### src/rtl/urng_packer_pkg.sv
// urng_packer_pkg
// Shared types and constants for the AWGN uniform-operand packer.
//   U0_W / U1_W / TAUS_W : operand and generator word widths
//   state_t              : packer FSM state
//   pair_t               : packed {u0, u1} pair as stored in the pair FIFO
//   pack_pair()          : forms a pair from two successive generator words
package urng_packer_pkg;

  localparam int U0_W   = 48;
  localparam int U1_W   = 16;
  localparam int TAUS_W = 32;

  typedef enum logic {
    S_FIRST  = 1'b0,
    S_SECOND = 1'b1
  } state_t;

  typedef struct packed {
    logic [U0_W-1:0] u0;
    logic [U1_W-1:0] u1;
  } pair_t;

  // a is the earlier word; b's upper half extends u0, its lower half is u1.
  function automatic pair_t pack_pair(input logic [TAUS_W-1:0] a,
                                      input logic [TAUS_W-1:0] b);
    pair_t p;
    p.u0 = {a, b[TAUS_W-1:U1_W]};
    p.u1 = b[U1_W-1:0];
    return p;
  endfunction

endpackage

### src/rtl/urng_pair_fifo.sv
// urng_pair_fifo
// First-word-fall-through FIFO of packed pairs with same-cycle push/pop.
// Ports:
//   clk, rst_n : clock, synchronous active-low reset (clears pointers/count)
//   push       : write wr_data (ignored when full unless popping same cycle)
//   wr_data    : pair to store
//   pop        : consume the head (ignored when empty)
//   rd_data    : current head, reads 0 when empty
//   full/empty : occupancy flags
// DEPTH must be a power of 2 and >= 2 so pointers wrap by natural overflow.
module urng_pair_fifo
  import urng_packer_pkg::*;
#(
  parameter int DEPTH = 2
) (
  input  logic  clk,
  input  logic  rst_n,
  input  logic  push,
  input  pair_t wr_data,
  input  logic  pop,
  output pair_t rd_data,
  output logic  full,
  output logic  empty
);

  localparam int PTR_W = (DEPTH > 1) ? $clog2(DEPTH) : 1;
  localparam int CNT_W = PTR_W + 1;
  localparam logic [CNT_W-1:0] FULL_CNT = CNT_W'(DEPTH);

  pair_t            mem [DEPTH];
  logic [PTR_W-1:0] wr_ptr_reg;
  logic [PTR_W-1:0] rd_ptr_reg;
  logic [CNT_W-1:0] count_reg;
  logic             do_push;
  logic             do_pop;

  assign full  = (count_reg == FULL_CNT);
  assign empty = (count_reg == '0);

  // When full, a write is only legal because the head leaves on the same
  // edge; wr_ptr then equals rd_ptr and overwrites the consumed slot.
  assign do_pop  = pop & ~empty;
  assign do_push = push & (~full | do_pop);

  // Storage carries no reset so it maps onto plain RAM.
  always_ff @(posedge clk) begin
    if (do_push) begin
      mem[wr_ptr_reg] <= wr_data;
    end
  end

  always_ff @(posedge clk) begin
    if (!rst_n) begin
      wr_ptr_reg <= '0;
      rd_ptr_reg <= '0;
      count_reg  <= '0;
    end else begin
      if (do_push) begin
        wr_ptr_reg <= wr_ptr_reg + 1'b1;
      end
      if (do_pop) begin
        rd_ptr_reg <= rd_ptr_reg + 1'b1;
      end
      case ({do_push, do_pop})
        2'b10:   count_reg <= count_reg + 1'b1;
        2'b01:   count_reg <= count_reg - 1'b1;
        default: count_reg <= count_reg;
      endcase
    end
  end

  // Head depends only on registered state, never on pop in the same cycle;
  // a fresh push into an empty FIFO appears one edge later.
  assign rd_data = empty ? '0 : mem[rd_ptr_reg];

endmodule

### src/rtl/urng_packer.sv
// urng_packer
// Packs successive 32-bit Tausworthe words into {u0[47:0], u1[15:0]} pairs,
// buffers them in a small FWFT FIFO and back-pressures the generator.
// Ports:
//   clk        : clock, rising edge
//   rst_n      : synchronous active-low reset
//   taus_out   : current generator word, consumed on edges where taus_en=1
//   taus_en    : generator advance request
//   u0, u1     : FIFO head operands (0 when empty)
//   out_valid  : FIFO non-empty
//   out_ready  : consumer accepts head when out_valid & out_ready
//   zero_cnt   : count of u0==0 substitutions (only with zero guard)
// Optional feature macro: URNG_PACKER_ZERO_GUARD_EN -- replaces a packed
// u0 of zero by 1 and counts the substitutions (saturating).
module urng_packer
  import urng_packer_pkg::*;
#(
  parameter int FIFO_DEPTH = 2
) (
  input  logic              clk,
  input  logic              rst_n,
  input  logic [TAUS_W-1:0] taus_out,
  output logic              taus_en,
  output logic [U0_W-1:0]   u0,
  output logic [U1_W-1:0]   u1,
  output logic              out_valid,
  input  logic              out_ready
`ifdef URNG_PACKER_ZERO_GUARD_EN
  ,
  output logic [15:0]       zero_cnt
`endif
);

  state_t            state_reg;
  logic [TAUS_W-1:0] a_reg;
  logic              fifo_full;
  logic              fifo_empty;
  logic              push;
  logic              pop;
  pair_t             pair_raw;
  pair_t             pair_wr;
  pair_t             pair_head;

  assign out_valid = ~fifo_empty;
  assign pop       = out_valid & out_ready;

  // In S_SECOND the generator may only advance if the pair has somewhere to
  // go: free space now, or a slot freed by a pop on the same edge.
  always_comb begin
    taus_en = 1'b0;
    if (rst_n) begin
      if (state_reg == S_FIRST) begin
        taus_en = 1'b1;
      end else begin
        taus_en = ~fifo_full | pop;
      end
    end
  end

  assign push     = taus_en & (state_reg == S_SECOND);
  assign pair_raw = pack_pair(a_reg, taus_out);

`ifdef URNG_PACKER_ZERO_GUARD_EN
  logic        zero_hit;
  logic [15:0] zero_cnt_reg;

  // ln(u0) downstream cannot take zero, so the smallest nonzero value is used.
  always_comb begin
    pair_wr  = pair_raw;
    zero_hit = (pair_raw.u0 == '0);
    if (zero_hit) begin
      pair_wr.u0 = U0_W'(1);
    end
  end

  always_ff @(posedge clk) begin
    if (!rst_n) begin
      zero_cnt_reg <= '0;
    end else if (push && zero_hit && (zero_cnt_reg != 16'hFFFF)) begin
      zero_cnt_reg <= zero_cnt_reg + 16'd1;
    end
  end

  assign zero_cnt = zero_cnt_reg;
`else
  assign pair_wr = pair_raw;
`endif

  // Word A waits in a_reg; S_SECOND simply holds while the FIFO cannot take
  // the pair, so the generator word B stays on taus_out untouched.
  always_ff @(posedge clk) begin
    if (!rst_n) begin
      state_reg <= S_FIRST;
      a_reg     <= '0;
    end else begin
      case (state_reg)
        S_FIRST: begin
          if (taus_en) begin
            a_reg     <= taus_out;
            state_reg <= S_SECOND;
          end
        end
        S_SECOND: begin
          if (taus_en) begin
            state_reg <= S_FIRST;
          end
        end
        default: state_reg <= S_FIRST;
      endcase
    end
  end

  urng_pair_fifo #(
    .DEPTH(FIFO_DEPTH)
  ) u_fifo (
    .clk    (clk),
    .rst_n  (rst_n),
    .push   (push),
    .wr_data(pair_wr),
    .pop    (pop),
    .rd_data(pair_head),
    .full   (fifo_full),
    .empty  (fifo_empty)
  );

  assign u0 = pair_head.u0;
  assign u1 = pair_head.u1;

endmodule

### config.mk
export PLATFORM = sky130hd
export DESIGN_NAME = urng_packer
export DESIGN_NICKNAME = d
export VERILOG_FILES = /design/src/rtl/urng_packer_pkg.sv /design/src/rtl/urng_pair_fifo.sv /design/src/rtl/urng_packer.sv
export SDC_FILE = /design/constraint.sdc
export NUM_CORES = 1
export LEC_CHECK = 0
export ABC_AREA = 0
export BUFFER_PORTS_ARGS = -buffer_cell sky130_fd_sc_hd__buf_2
export CAP_MARGIN = 20
export CORE_AREA = 5 5 168 106
export CTS_BUF_LIST = sky130_fd_sc_hd__clkbuf_8
export CTS_CLUSTER_DIAMETER = 100
export DETAILED_ROUTE_END_ITERATION = 8
export DIE_AREA = 0 0 173 111
export GPL_ROUTABILITY_DRIVEN = 1
export SLEW_MARGIN = 20
export SYNTH_ARGS = -nofsm -noshare
export SYNTH_HDL_FRONTEND = slang
export SYNTH_SLANG_ARGS = --single-unit
export TNS_END_PERCENT = 100
### constraint.sdc
create_clock -name clk -period 11.8 [get_ports clk]
set_input_delay 0.59 -clock clk [delete_from_list [all_inputs] [get_ports clk]]
set_output_delay 0.59 -clock clk [all_outputs]
set_load 0.005 [all_outputs]
# Word level (Yosys, flattened, before mapping)
# Memory sizes are Yosys's and may differ from the RTL's. A register that Yosys moved wholly into a read port is not among the register bits.
# Cells that the tools add are included.
# Widths: inputs -> output; s select.
[op_classes]
addsub = 4
mul = 0
div = 0
order_cmp = 0
eq_ne = 3
shift = 0
mux = 11
n_bitwise = 9
n_reduce_logical = 3
[ops]
columns = ["cell", "count"]
rows = [
  ["$mux 64", 1],
  ["$mux 1", 8],
  ["$and 1x1->1", 4],
  ["$eq 2x2->1 const B", 2],
  ["$pmux 2 s2", 1],
  ["$not 1->1", 3],
  ["$add 1x1->1 const B", 2],
  ["$add 2x1->2 const B", 1],
  ["$eq 2x1->1 const B", 1],
  ["$logic_not 2->1", 1],
  ["$or 1x1->1", 2],
  ["$pmux 1 s2", 1],
  ["$reduce_and 2->1", 1],
  ["$reduce_bool 2->1", 1],
  ["$sub 2x1->2 const B", 1],
]
[totals]
register_bits = 37
latchBits = 0
ramBits = 128
romBits = 0
input_bits = 35
out_inout_bits = 66
elab_cells = 36
mem_count = 1
[memory_table]
columns = ["memory", "depth", "word_bits", "rd", "rd_ports_with_merged_regs", "write_ports", "line_no", "text"]
rows = [
  ["u_fifo.mem", 2, 64, 1, 1, 1, "urng_pair_fifo.sv:30", "pair_t mem [DEPTH];"],
]

# Logic depth before layout (Yosys ltp)
[depth]
ltp_word = 10
depth_mapped = 10
ltp_nobuf = 8

# Hierarchy
# From an unflattened synthesis, not the netlist that was laid out.
[hier_totals]
hier_cells = 413
hier_area_um2 = 6759.0
[by_module_without_submodules]
columns = ["mod", "instances", "cells_each", "area_each_um2", "seq_area_each_um2"]
rows = [
  ["urng_pair_fifo", 1, 300, 5516.5, 3943.8],
  ["urng_packer", 1, 113, 1242.4, 660.6],
]

# Worst setup path after synthesis
# No wires, ideal clock.
[synth_timing]
path_kind = "in2reg"
startpoint = "input rst_n"
endpoint = "memory u_fifo.mem[0][0] in the netlist's numbering (enable)"
setup_time_ps = 486
arrival_ps = 3891
required_time_ps = 11314
setup_slack_ps = 7423
path_stages = 5
n_path_buf = 1
cell_sequence = "clkbuf_1 > o21a_1 > ha_1 > nand2_1 > nor2_1"
[synth_via]
elab_chain_cells = 5
[synth_rtl]
columns = ["element", "line_no", "text"]
rows = [
  ["from (decl)", "urng_packer.sv:21", "input logic rst_n,"],
  ["$mux 1", "urng_packer.sv:51", "if (rst_n) begin"],
  ["named net taus_en", "urng_packer.sv:23", "output logic taus_en,"],
  ["$and 1x1->1", "urng_packer.sv:60", "assign push = taus_en & (state_reg == S_SECOND);"],
  ["$and 1x1->1", "urng_pair_fifo.sv:43", "assign do_push = push & (~full | do_pop);"],
  ["$mux 1", "urng_pair_fifo.sv:47", "if (do_push) begin"],
  ["$mux 1 (not written as such)", "urng_pair_fifo.sv:48", "mem[wr_ptr_reg] <= wr_data;"],
  ["to (decl)", "urng_pair_fifo.sv:30", ""],
]
# The timed path passes the listed nets, and every way through them passes these cells.

# Worst setup path in the final report
[layout_timing]
startpoint = "register state_reg"
endpoint = "memory u_fifo.mem[0][60] in the netlist's numbering (enable)"
[layout_via]
elab_chain_cells = 6
[layout_rtl]
columns = ["element", "line_no", "text"]
rows = [
  ["from (decl)", "urng_packer.sv:34", "state_t state_reg;"],
  ["from (signal assigned)", "urng_packer.sv:93", "state_reg <= S_FIRST;"],
  ["from (signal assigned)", "urng_packer.sv:100", "state_reg <= S_SECOND;"],
  ["from (signal assigned)", "urng_packer.sv:105", "state_reg <= S_FIRST;"],
  ["$mux 1", "urng_packer.sv:52", "if (state_reg == S_FIRST) begin"],
  ["$mux 1", "urng_packer.sv:51", ""],
  ["$and 1x1->1 *", "urng_packer.sv:60", ""],
  ["$and 1x1->1 *", "urng_pair_fifo.sv:43", ""],
  ["$mux 1 *", "urng_pair_fifo.sv:47", ""],
  ["$mux 1 (not written as such) *", "urng_pair_fifo.sv:48", ""],
]
# Mark *: on every way between the ends. The rest lies on a longest branch, timed or not.

==> impl_metrics.env <==
export IMPL_status="finished, final reports clean"
export IMPL_fin_setup_tns_ns=0
export IMPL_mostFrequentLayoutCells="128 x edfxtp_1, 100 x buf_2, 97 x mux2i_1"
export IMPL_path_clk_slew_ns=0.08
export IMPL_tritoncts="done"
export IMPL_clockPowerShare_pct=33.8
export IMPL_antenna_cells=0
export IMPL_wire_per_inst_um=16.7
export IMPL_ir_drop_uv=93.3
export IMPL_worst_slew_pin_slew_ns=1.17
export IMPL_p_comb_share_pct=16.4
export IMPL_cts_resized_gates=0
export IMPL_dr_pass1_iters=4
export IMPL_slew_violations=0
export IMPL_remaining_drc_errors=0
export IMPL_drtIter0Drc=211
export IMPL_initial_utilization_pct=39.5
export IMPL_area_growth_synth_to_final_pct=18.5
export IMPL_cap_violations=0
export IMPL_max_slew_margin_pct=21.9
export IMPL_largest_register_ffs=128
export IMPL_multiInputGateArea_sq_um=1580
export IMPL_die_h_um=111
export IMPL_end_kind="register"
export IMPL_period_share_pct=28.0
export IMPL_fmax_mhz=303
export IMPL_fillers=1424
export IMPL_grt_pass1_wl_mm=19.4
export IMPL_p_per_area_nw_per_um2=187
export IMPL_routed_wl_mm=12.1
export IMPL_p_leak_nw=2.75
export IMPL_clockBufferDepth=2
export IMPL_antenna_found_initial=0
export IMPL_placed_area_sq_um=6990
export IMPL_arrival_ns=3.37
export IMPL_whs_path_depth=1
export IMPL_power_switching_w=0.000356
export IMPL_rows=36
export IMPL_rsz0062_at_grt="false"
export IMPL_timing_worst_setup_path_type="register to register"
export IMPL_syn_nets=442
export IMPL_hold_class="input port to register"
export IMPL_final_common_cell="edfxtp_1"
export IMPL_cp_max_fo=34
export IMPL_routed_via_density=4.67
export IMPL_fin_crit_ns=3.30
export IMPL_first_global_vias=3637
export IMPL_crit_required_ns=11.87
export IMPL_port_buffers=100
export IMPL_die_width_um=173
export IMPL_numClockSinks=166
export IMPL_ctsRootBufferMaster="clkbuf_8"
export IMPL_seqPwrFrac_pct=49.8
export IMPL_hold_viol=0
export IMPL_ant_nets=0
export IMPL_p_int_w=0.00104
export IMPL_register_area_sq_um=4610
export IMPL_fin_nets=542
export IMPL_syn_area_per_cell_sq_um=15.5
export IMPL_ios=101
export IMPL_htreeDepth=4
export IMPL_place_gp_congestion=0.670
export IMPL_seq_area_frac_synth_pct=73.1
export IMPL_crit_path_start_kind="register"
export IMPL_ys_ff_latch=166
export IMPL_r2r_cells=4
export IMPL_swShare_pct=25.5
export IMPL_synth_warnings=0
export IMPL_drive_above_1_share_pct=26.4
export IMPL_die_area_sq_um=19200
export IMPL_clk_latency_ns=0.44
export IMPL_final_area_sq_um=7460
export IMPL_syn_area_sq_um=6300
export IMPL_vias=3398
export IMPL_grt_max_degree=65
export IMPL_design_core_area_sq_um=15900
export IMPL_grt_ovfl_total=0
export IMPL_numCtsBuffers=17
export IMPL_fin_worst_skew_ns=0.0119
export IMPL_cts_hold_buf=0
export IMPL_synth_distinct_cells=20
export IMPL_setup_viol=0
export IMPL_hpwl_mm=7.51
export IMPL_cts_post_setup_buffers_inserted=0
export IMPL_syn_inst=405
export IMPL_grt_util_all_layers_pct=12.9
## worst max-delay path, cell delays in order (launching register included)
cell	delay, ns
dfxtp_2	1.11
ha_1	0.32
nand2_1	0.14
nor2_4	0.78
buf_4	0.57
## kinds of logic (layout without fill, tap and decap cells)
| logic type | after synthesis | count (layout) | synth area share, % |
|---|---|---|---|
| adder cells (fa/ha/maj) | 2 | 2 | 0.397 |
| AO/OA/AOI/OAI | 4 | 4 | 0.397 |
| multiplexers | 97 | 97 | 15.4 |
| XOR/XNOR | 3 | 3 | 0.417 |
| flip-flops | 166 | 166 | 73.1 |
| buffers and inverters | 25 | 138 | 2.19 |
| AND/OR/NAND/NOR | 108 | 108 | 8.07 |
## final cells by class
cell class | count | area share (%)
repair buffers | 103 | 7.18
well taps | 209 | 3.50
flip-flops and latches | 166 | 61.8
multi-input cells | 214 | 21.1
clock buffers | 17 | 3.13
inverters | 3 | 0.151
clock inverters | 15 | 3.17
## path summary, 6_finish.rpt
check / startpoint / to / slack, ns
worst max-delay path: state_reg$_SDFF_PN0_ / u_fifo.mem[0][60]$_DFFE_PP_ / 8.50
worst min-delay path: taus_out[10] / u_fifo.mem[1][10]$_DFFE_PP_ / 0.36
worst max register to register: state_reg$_SDFF_PN0_ / u_fifo.mem[0][60]$_DFFE_PP_ / 8.50
worst min register to register: a_reg[11]$_SDFFE_PN0P_ / u_fifo.mem[0][43]$_DFFE_PP_ / 0.46
## cells in the mapped netlist, drive strengths merged
cell	number	share of area, %
or3b	1	0.14
mux2i	97	15
edfxtp	128	61
o21ai	2	0.16
and2	4	0.40
nand2b	1	0.099
and3	1	0.099
inv	3	0.18
o21a	1	0.12
or3	1	0.099
dfxtp	38	12
xnor2	3	0.42
ha	2	0.40
buf	17	1.7
nand2	2	0.12
nor2b	32	3.2
nor2	66	3.9
clkbuf	5	0.30
a21boi	1	0.12
## power by group through the flow
stage / sequential, W / combinational (W) / clock [W]
4_1_cts: 0.000695 / 0.000236 / 0.000483
5_1_grt: 0.000699 / 0.000258 / 0.000509
3_3_place_gp: 0.000718 / 0.000218 / 0
6_report: 0.000694 / 0.000229 / 0.000472
2_1_floorplan: 0.000682 / 0.000163 / 0
3_5_place_dp: 0.000708 / 0.000235 / 0
## per-layer routing
layer | global-route usage, % | routed length, um | up-vias
li1 | - | - | 1644
met1 | 17.9 | 6000 | 1661
met2 | 19.1 | 5270 | 87
met3 | 4.67 | 794 | 6
met4 | 3.99 | 78 | 0
met5 | 0 | 0 | -
## through the flow
stage                     hold slack (ns)  power, W  std cells  worst slack, ns  util, %
after global routing                0.327   0.00147        727             8.31     46.8
after global placement              0.429  0.000936        694             8.43     43.7
final                               0.362   0.00139        727             8.50     46.8
after CTS                           0.328   0.00141        727             8.43     46.8
after detailed placement            0.437  0.000944        695             8.34     43.9
after floorplan                     0.425  0.000845        405             7.42        -
Power figures use the tool's default switching activity.
